## src/rtl/boa_div_seq.sv

```systemverilog
// ============================================================================
//  boa_div_seq : iterative restoring divider sequencer with req/res handshake
//  Revision    : 1.0
// ============================================================================
`default_nettype none

module boa_div_seq #(
  parameter int BITS_PER_CYCLE = 1
) (
  input  logic        clk,
  input  logic        rst_n,
  input  logic        clear,
  input  logic        req_valid,
  output logic        req_ready,
  input  logic        req_u,
  input  logic [31:0] req_lhs,
  input  logic [31:0] req_rhs,
  output logic        res_valid,
  input  logic        res_ready,
  output logic [31:0] res_quot,
  output logic [31:0] res_rem,
  output logic        busy,
  output logic        stall_req
);

  localparam int c_n     = 32 / BITS_PER_CYCLE;
  localparam int c_cnt_w = $clog2(c_n);

  typedef enum logic [1:0] {IDLE = 2'd0, CALC = 2'd1, FIXUP = 2'd2, DONE = 2'd3} state_t;

  state_t               r_state, w_next;
  logic [31:0]          r_dvd, r_dvs, r_rem;
  logic [c_cnt_w-1:0]   r_cnt;
  logic                 r_q_neg, r_r_neg;

  logic                 w_accept, w_signed, w_div0, w_ovf;
  logic [31:0]          w_lhs_abs, w_rhs_abs, w_rem, w_dvd;
  logic [32:0]          w_trial;

  assign req_ready = (r_state == IDLE) && !clear;
  assign res_valid = (r_state == DONE);
  assign busy      = (r_state != IDLE);
  assign stall_req = (r_state == CALC) || (r_state == FIXUP) ||
                     ((r_state == IDLE) && req_valid && !clear);

  assign w_accept  = req_valid && req_ready;
  assign w_signed  = !req_u;
  assign w_lhs_abs = (w_signed && req_lhs[31]) ? (32'd0 - req_lhs) : req_lhs;
  assign w_rhs_abs = (w_signed && req_rhs[31]) ? (32'd0 - req_rhs) : req_rhs;
  assign w_div0    = (req_rhs == 32'd0);
  assign w_ovf     = w_signed && (req_lhs == 32'h8000_0000) && (req_rhs == 32'hFFFF_FFFF);

  // The dividend register doubles as the quotient: each step shifts a
  // dividend bit out of the top and a quotient bit in at the bottom.
  always_comb begin
    w_rem   = r_rem;
    w_dvd   = r_dvd;
    w_trial = 33'd0;
    for (int i = 0; i < BITS_PER_CYCLE; i++) begin
      w_trial = {w_rem, w_dvd[31]} - {1'b0, r_dvs};
      if (!w_trial[32]) w_rem = w_trial[31:0];
      else              w_rem = {w_rem[30:0], w_dvd[31]};
      w_dvd = {w_dvd[30:0], ~w_trial[32]};
    end
  end

  always_comb begin
    w_next = r_state;
    case (r_state)
      IDLE:    if (w_accept) w_next = (w_div0 || w_ovf) ? DONE : CALC;
      CALC:    if (r_cnt == '0) w_next = FIXUP;
      FIXUP:   w_next = DONE;
      DONE:    if (res_ready) w_next = IDLE;
      default: w_next = IDLE;
    endcase
    if (clear) w_next = IDLE;
  end

  always_ff @(posedge clk or negedge rst_n) begin
    if (!rst_n) r_state <= IDLE;
    else        r_state <= w_next;
  end

  always_ff @(posedge clk or negedge rst_n) begin
    if (!rst_n) begin
      r_dvd    <= '0;
      r_dvs    <= '0;
      r_rem    <= '0;
      r_cnt    <= '0;
      r_q_neg  <= 1'b0;
      r_r_neg  <= 1'b0;
      res_quot <= '0;
      res_rem  <= '0;
    end else if (!clear) begin
      if (w_accept) begin
        r_dvd   <= w_lhs_abs;
        r_dvs   <= w_rhs_abs;
        r_rem   <= '0;
        r_cnt   <= c_cnt_w'(c_n - 1);
        r_q_neg <= w_signed && (req_lhs[31] ^ req_rhs[31]);
        r_r_neg <= w_signed && req_lhs[31];
        if (w_div0) begin
          res_quot <= 32'hFFFF_FFFF;
          res_rem  <= req_lhs;
        end else if (w_ovf) begin
          res_quot <= 32'h8000_0000;
          res_rem  <= 32'd0;
        end
      end else if (r_state == CALC) begin
        r_rem <= w_rem;
        r_dvd <= w_dvd;
        r_cnt <= r_cnt - 1'b1;
      end else if (r_state == FIXUP) begin
        res_quot <= r_q_neg ? (32'd0 - r_dvd) : r_dvd;
        res_rem  <= r_r_neg ? (32'd0 - r_rem) : r_rem;
      end
    end
  end

endmodule

`default_nettype wire

```

## config.mk

```make
export PLATFORM = sky130hd
export DESIGN_NAME = boa_div_seq
export DESIGN_NICKNAME = d
export VERILOG_FILES = /design/src/rtl/boa_div_seq.sv
export SDC_FILE = /design/constraint.sdc
export NUM_CORES = 1
export LEC_CHECK = 0
export ABC_AREA = 1
export CAP_MARGIN = 25
export CORE_MARGIN = 5
export CORE_UTILIZATION = 50
export CTS_BUF_LIST = sky130_fd_sc_hd__clkbuf_8 sky130_fd_sc_hd__clkbuf_16
export DETAILED_ROUTE_END_ITERATION = 10
export GPL_TIMING_DRIVEN = 0
export HOLD_SLACK_MARGIN = 0.12
export PLACE_DENSITY_LB_ADDON = 0.15
export SKIP_CTS_REPAIR_TIMING = 1
export SYNTH_ARGS = -nofsm -noshare
export SYNTH_HDL_FRONTEND = slang
export SYNTH_SLANG_ARGS = --single-unit
```

## constraint.sdc

```tcl
create_clock -name clk -period 2.4 [get_ports clk]
set_input_delay 0.48 -clock clk [delete_from_list [all_inputs] [get_ports clk]]
set_output_delay 0.48 -clock clk [all_outputs]
set_load 0.05 [all_outputs]
```

==> results of run 1 <==
## cell families after synthesis
| logic type | count (synthesis) | share of synthesized area (%) |
|---|---|---|
| compound gates | 241 | 9.89 |
| xor+xnor | 37 | 2.31 |
| fa+ha+maj | 46 | 4.15 |
| buf+inv | 384 | 10.7 |
| flops | 169 | 30.1 |
| simple gates | 1434 | 42.8 |
## stage by stage
| step | instances | power (mW) | util (%) | instance area (um^2) | hold slack [ns] |
|---|---|---|---|---|---|
| floorplan | 2311 | 12.7 | - | 14100 | 0.184 |
| global placement | 2826 | 16.3 | 57.4 | 15900 | 0.458 |
| detailed placement | 2827 | 16.5 | 57.5 | 16000 | 0.457 |
| CTS | 2859 | 19.4 | 59.7 | 16600 | 0.0593 |
| global route | 2900 | 22.3 | 65.2 | 18100 | 0.479 |
| finish | 2900 | 20.9 | 65.2 | 18100 | 0.469 |
## cells in the mapped netlist, types with 2 or more instances
master / number / share of area (%)
ha_1: 45 / 4.0
a21o_1: 2 / 0.11
nand4_1: 36 / 1.6
nand2_4: 2 / 0.16
o21ai_0: 118 / 4.2
nor4_1: 5 / 0.22
nand3b_1: 8 / 0.43
a22oi_1: 2 / 0.11
nand2_2: 5 / 0.22
clkbuf_1: 33 / 0.88
nor3_1: 35 / 1.2
xor2_1: 21 / 1.3
nor2_1: 215 / 5.7
nand2_1: 827 / 22
o21ai_1: 2 / 0.071
xnor2_1: 16 / 1.0
or2_2: 8 / 0.36
o31ai_1: 9 / 0.48
inv_2: 4 / 0.11
o221ai_1: 16 / 1.0
buf_6: 5 / 0.40
o21bai_1: 13 / 0.70
o211ai_1: 9 / 0.48
dfrtp_1: 169 / 30
nand3_2: 2 / 0.14
nor2_2: 9 / 0.40
nand3_1: 276 / 9.8
and2_1: 2 / 0.089
o22ai_1: 12 / 0.53
buf_1: 16 / 0.43
a21oi_1: 52 / 1.9
inv_1: 305 / 8.2
and3_1: 2 / 0.089
buf_2: 19 / 0.68
## routing by layer
| layer | vias up | part of all wire (%) | GRT usage (%) |
|---|---|---|---|
| met2 | 795 | 47 | 56.9 |
| met1 | 7587 | 39 | 41.4 |
| met4 | 0 | 6.2 | 16.5 |
| met3 | 193 | 7.3 | 4.64 |
| li1 | 7797 | - | - |
| met5 | - | 0 | 0 |
## state kept, by name, summed over array words and instances (netlist names)
signal,count
res_rem,32
r_r_neg,1
res_quot,32
r_state,2
r_dvs,32
r_dvd,32
r_rem,32
r_cnt,5
r_q_neg,1
## path summary, 6_finish.rpt
kind / start / to / slack [ns]
max: r_state[1]$_DFFE_PN0P_ / stall_req / -0.23
min in group asynchronous: rst_n / res_rem[2]$_DFFE_PN0P_ / 0.63
min reg2reg: res_quot[17]$_DFFE_PN0P_ / res_quot[17]$_DFFE_PN0P_ / 0.47
min: res_quot[17]$_DFFE_PN0P_ / res_quot[17]$_DFFE_PN0P_ / 0.47
max reg2reg: r_dvd[31]$_DFFE_PN0P_ / r_rem[25]$_DFFE_PN0P_ / -0.21
max in group asynchronous: rst_n / r_rem[26]$_DFFE_PN0P_ / 0.91
## power groups by stage
stage / clock [mW] / combinational, mW / sequential (mW)
after global placement: 0 / 11.6 / 4.70
after CTS: 2.90 / 11.8 / 4.67
after global routing: 3.01 / 14.5 / 4.85
after detailed placement: 0 / 11.8 / 4.72
final: 2.88 / 13.3 / 4.71
after floorplan: 0 / 6.63 / 6.09
## cell usage in the layout (no fill, tap or decap), types with 7 or more instances in the layout
cell	n
a21oi_1	48
buf_1	9
buf_2	10
buf_4	28
buf_6	15
clkbuf_1	23
clkbuf_16	20
clkbuf_2	14
clkdlybuf4s50_1	117
clkinv_8	7
dfrtp_1	160
dfrtp_2	9
dlymetal6s2s_1	18
ha_1	21
ha_4	19
inv_1	292
inv_2	14
nand2_1	780
nand2_2	23
nand2_4	25
nand2_8	7
nand3_1	233
nand3_2	40
nand3b_1	8
nand4_1	36
nor2_1	199
nor2_2	16
nor2_4	9
nor3_1	31
o211ai_1	9
o21ai_0	117
o21bai_1	12
o221ai_1	16
o22ai_1	12
o31ai_1	9
or2_2	7
xnor2_1	16
xor2_1	21
## layout make-up
class	count	area [um^2]
Buffer	74	462
Clock buffer	17	425
Clock inverter	15	194
Fill cell	2619	9660
Inverter	310	1190
Multi-Input combinational cell	1759	9290
Sequential cell	169	4240
Tap cell	378	473
Timing Repair Buffer	178	1860
## critical path, stage by stage (launching register included)
cell and delay (ns):
dfrtp_1 0.42, inv_2 0.13, ha_4 0.15, clkinvlp_4 0.10, nor2_4 0.15, nand2_8 0.09, clkinv_8 0.08, buf_12 0.14
buf_12 0.15, or2_4 0.13, buf_8 0.13
==> results.md, run 1 <==
- Outcome: finished with violations
- Violated checks: setup timing
- Total negative slack: -4.55 ns
- Setup Skew: 0.0226 ns
- Worst-case clock buffer depth: 2
- Largest net degree at the start of global routing: 94
- Top_reg_cell synth: dfrtp_1
- RD Place Congestion: 0.978
- DP Worst Slack: -0.953 ns
- Unrepaired setup endpoints after global routing: true
- H-tree depth: 4
- Initial cell density of the core: 50.5%
- # DRC: 0
- Post-route ant nets: 0
- Nets@finish: 2625
- Fin crit share: 110%
- Inserted Clock Buffers: 17
- CP Max Fanout: 10
- Post-DP HPWL: 42600 um
- First-pass GRT wire length: 81700 um
- Mapped cell area: 0.0140 mm^2
- Post-synth EDFFs: 0
- Worst-Skew Late Latency: 0.46 ns
- Boundary Pins: 138
- VDD IR-drop max: 649 uV
- DR WL/cell: 18.9 um
- Worst-margin pin slew: 0.808 ns
- Worst min path class: reg2reg
- Aggregate global routing overflow: 0
- Worst R2R Path Depth: 18
- Async set-reset flop share out of synthesis: 100%
- Max-cap violations: 0
- Cell-internal power: 9.71 mW
- Comb pwr share: 63.6%
- DRT iter0 DRCs: 1400
- CP Launch Type: register
- Mean Syn Cell Area: 6.07 um^2
- Max-slew headroom: 46.2%
- Port Buffer Count: 137
- Final Max Slew Viols: 0
- Routed WL: 54900 um
- Clock share of power: 13.8%
- PwrDens: 1150 mW/mm^2
- Initial antenna violation count: 0
- Pre-antenna DRT Iters: 6
- CTS tree: yes
- FMAX: 380 MHz
- Endpoints failing setup: 35
- P_leak: 9.58 nW
- Core area: 0.0278 mm^2
- Cell variety after synth: 45
- Vias in the first global route: 15.1k
- Synth Register Bits: 169
- CP Class: reg2out
- Sequential share of power: 22.6%
- Sw Pwr: 11.2 mW
- Net Count, Synth: 2427
- Hold path cells: 2
- Chip Height: 178 um
- P&R area growth vs syn: 29.1%
- Reg clk slew, reported paths: 0.08 ns
- Share of cells above drive strength 1: 12.5%
- # diodes: 0
- Root buf cell: clkbuf_16
- Die W: 178 um
- Final WS setup: -0.229 ns
- Hold violation count in the final report: 0
- Syn Inst Count: 2311
- Worst path required time: 1.92 ns
- Worst path arrival time: 2.15 ns
- Sink Count: 169
- FP Rows: 61
- Tot GR Track Use: 33.3%
- Vias/cell: 5.65
- Clock period minus worst slack: 2.63 ns
- Sw frac: 53.5%
- Seq/Total Area, Yosys: 30.1%
- Die area: 0.0315 mm^2
- Via Count: 16.4k
- Endpoint class of the critical path: output port
- Yosys Warn Count: 0
No activity file was read; power rests on OpenSTA's default activity.
==> run 2, diff against run 1 <==
Settings changed: CTS_CLUSTER_DIAMETER set to 200.
==> results of run 2 <==
No change in the layout: final DEF, timing and power equal those of run 1.
==> run 3, diff against run 2 <==
Settings changed: GPL_TIMING_DRIVEN 0 to unset, SLEW_MARGIN set to 15.
==> run 3 against run 2 <==
Combinational power about the same. Setup slack better by 0.15 ns. The flow still finishes with violations (setup timing). Clock skew fell by 0.0054 ns. Die area did not move. Critical endpoint is now r_rem[26]$_DFFE_PN0P_. Clock power decreased by 2%. Final cell count rose by 6.6%. Power is essentially flat.
==> results.md, run 3 (synthesis gave the netlist of run 1 again) <==
- Routed WL: 51000 um (-6.9%)
- Unrepaired setup endpoints after global routing: true
- VDD IR-drop max: 737 uV (+13%)
- CP Max Fanout: 6 (-4)
- Port Buffer Count: 137 (unchanged)
- Worst path required time: 2.72 ns (+0.80 ns)
- Worst-case clock buffer depth: 2 (unchanged)
- Fin crit share: 103% (-6.3 points)
- CP Launch Type: register
- Reg clk slew, reported paths: 0.08 ns (about the same)
- FMAX: 404 MHz (+6.1%)
- Comb pwr share: 63.9% (+0.3 points)
- Via Count: 16.9k (+3.0%)
- Sw frac: 51.0% (-2.5 points)
- Worst min path class: reg2reg
- First-pass GRT wire length: 79500 um (-2.7%)
- Share of cells above drive strength 1: 15.8% (+3.4 points)
- Most common cell after layout, fill and taps aside: nand2_1
- Endpoint class of the critical path: register
- R2R Path Start: r_dvd[31]$_DFFE_PN0P_
- Initial cell density of the core: 50.5% (unchanged)
- Die W: 178 um (unchanged)
- Fill count: 2549 (-2.7%)
- Boundary Pins: 138 (unchanged)
- Die area: 0.0315 mm^2 (unchanged)
- CP Class: reg2reg
- Nets@finish: 2816 (+7.3%)
- H-tree depth: 4 (unchanged)
- RD Place Congestion: 1.06 (+8.5%)
- Largest net degree at the start of global routing: 58 (-38%)
- Clock period minus worst slack: 2.48 ns (-0.150 ns)
- Sink Count: 169 (unchanged)
- Vias in the first global route: 15.9k (+4.8%)
- # DRC: 0 (unchanged)
- Hold violation count in the final report: 0 (unchanged)
- Worst path arrival time: 2.80 ns (+0.65 ns)
- Hold Startpoint: res_quot[8]$_DFFE_PN0P_
- Root buf cell: clkbuf_16
- Post-route ant nets: 0 (unchanged)
- CTS tree: yes
- Worst-Skew Late Latency: 0.45 ns (about the same)
- Max-cap violations: 0 (unchanged)
- Violated checks: setup timing
- Tot GR Track Use: 31.5% (-1.9 points)
- Worst Setup SP: r_dvd[31]$_DFFE_PN0P_
- Non-filler instance count after layout: 3091 (+6.6%)
- Most frequent cells in the layout: 811 x nand2_1, 298 x inv_1, 285 x buf_4, 258 x nand3_1, 209 x nor2_1
- Aggregate global routing overflow: 0 (unchanged)
- Sequential share of power: 22.6% (about the same)
- FP Rows: 61 (unchanged)
- P&R area growth vs syn: 35.2%
- Final WS setup: -0.0782 ns (+0.150 ns)
- Pre-antenna DRT Iters: 6 (unchanged)
- Outcome: finished with violations
- Tot Pwr: 20.9 mW (about the same)
- Initial antenna violation count: 0 (unchanged)
- Max-slew headroom: 60.6% (+14 points)
- Inserted Clock Buffers: 17 (unchanged)
- PwrDens: 1100 mW/mm^2 (-4.6%)
- # diodes: 0 (unchanged)
- P_leak: 10.4 nW (+8.5%)
- Worst-margin pin slew: 0.591 ns (-0.217 ns)
- Vias/cell: 5.45 (-3.4%)
- # placed instances: 3038 (+7.5%)
- DRT iter0 DRCs: 1671 (+19%)
- Final Max Slew Viols: 0 (unchanged)
- Setup Skew: 0.0171 ns (-0.00543 ns)
- Endpoints failing setup: 27 (-23%)
- DR WL/cell: 16.5 um (-13%)
- Clock share of power: 13.6% (-0.2 points)
- Cell-internal power: 10.2 mW (+5.4%)
- Post-DP HPWL: 39900 um (-6.3%)
- Sw Pwr: 10.6 mW (-4.8%)
- Core area: 0.0278 mm^2 (unchanged)
- Chip Height: 178 um (unchanged)
run 3: cell count changes in the layout (fill, tap and decap cells not counted), moves of 11 or more:
cell,before,now
nand3_2,40,18
dlymetal6s2s_1,18,2
buf_6,15,4
nand2_4,25,5
clkbuf_1,23,0
buf_4,28,285
nand2_1,780,811
ha_1,21,42
ha_4,19,3
nand3_1,233,258
clkdlybuf4s50_1,117,132
clkbuf_2,14,0
run 3: final cells by class:
class                           count  area (um^2)  share of cell area, %
Multi-Input combinational cell   1760         8600                   45.3
Clock buffer                       18          439                   2.31
Timing Repair Buffer              442         3920                   20.7
Inverter                          310         1170                   6.18
Sequential cell                   169         4230                   22.3
Clock inverter                     14          144                  0.758
Tap cell                          378          473                   2.49
run 3: worst max-delay path: stages, from the launching register on:
cell and delay, ns:
dfrtp_1 0.40, inv_2 0.08, ha_4 0.18, fa_2 0.37, inv_2 0.08, nand2_2 0.06
nand2_2 0.07, nand3_2 0.06, nand2_2 0.09, nand2_2 0.07, nand2_4 0.08, nand2_4 0.07
buf_6 0.13, nand3_4 0.16, clkbuf_16 0.21, nand3_2 0.09, nand3_1 0.08, nand2_1 0.05
run 3: worst paths after layout:
path / endpoint / slack [ns] / cells after the start
max in group asynchronous: r_dvs[23]$_DFFE_PN0P_ / 1.12 / 3
min in group asynchronous: res_rem[1]$_DFFE_PN0P_ / 0.55 / 2
min: res_quot[8]$_DFFE_PN0P_ / 0.48 / 2
max: r_rem[26]$_DFFE_PN0P_ / -0.08 / 17
min reg2reg: res_quot[8]$_DFFE_PN0P_ / 0.48 / 2
max reg2reg: r_rem[26]$_DFFE_PN0P_ / -0.08 / 17
run 3: per-layer routing:
layer	share of wire [%]	GRT usage (%)	vias to the layer above	wire (um)
li1	-	-	8166	-
met1	41	40.7	7816	20800
met2	48	54.4	745	24500
met3	7.2	3.71	134	3670
met4	4.0	11.3	0	2030
met5	0	0	-	0
run 3: power by group through the flow:
stage                     combinational [mW]  clock, mW  sequential [mW]
after floorplan                         6.63          0             6.09
after global placement                  12.5          0             4.70
after detailed placement                12.8          0             4.72
after CTS                               12.8       2.84             4.68
after global routing                    14.6       2.99             4.82
final                                   13.3       2.83             4.71
run 3: per-stage QoR:
stage | cell area [um^2] | setup WS (ns) | util, % | TNS [ns] | hold WS (ns)
3_3_place_gp | 17900 | -0.311 | 64.4 | -27.32 | 0.462
3_5_place_dp | 17900 | -0.392 | 64.4 | -32.19 | 0.464
2_1_floorplan | 14100 | -0.0807 | - | -1.68 | 0.184
4_1_cts | 18500 | -0.291 | 66.5 | -8.47 | -0.00684
5_1_grt | 19000 | -0.217 | 68.3 | -5.83 | 0.500
6_report | 19000 | -0.0782 | 68.3 | -1.06 | 0.476
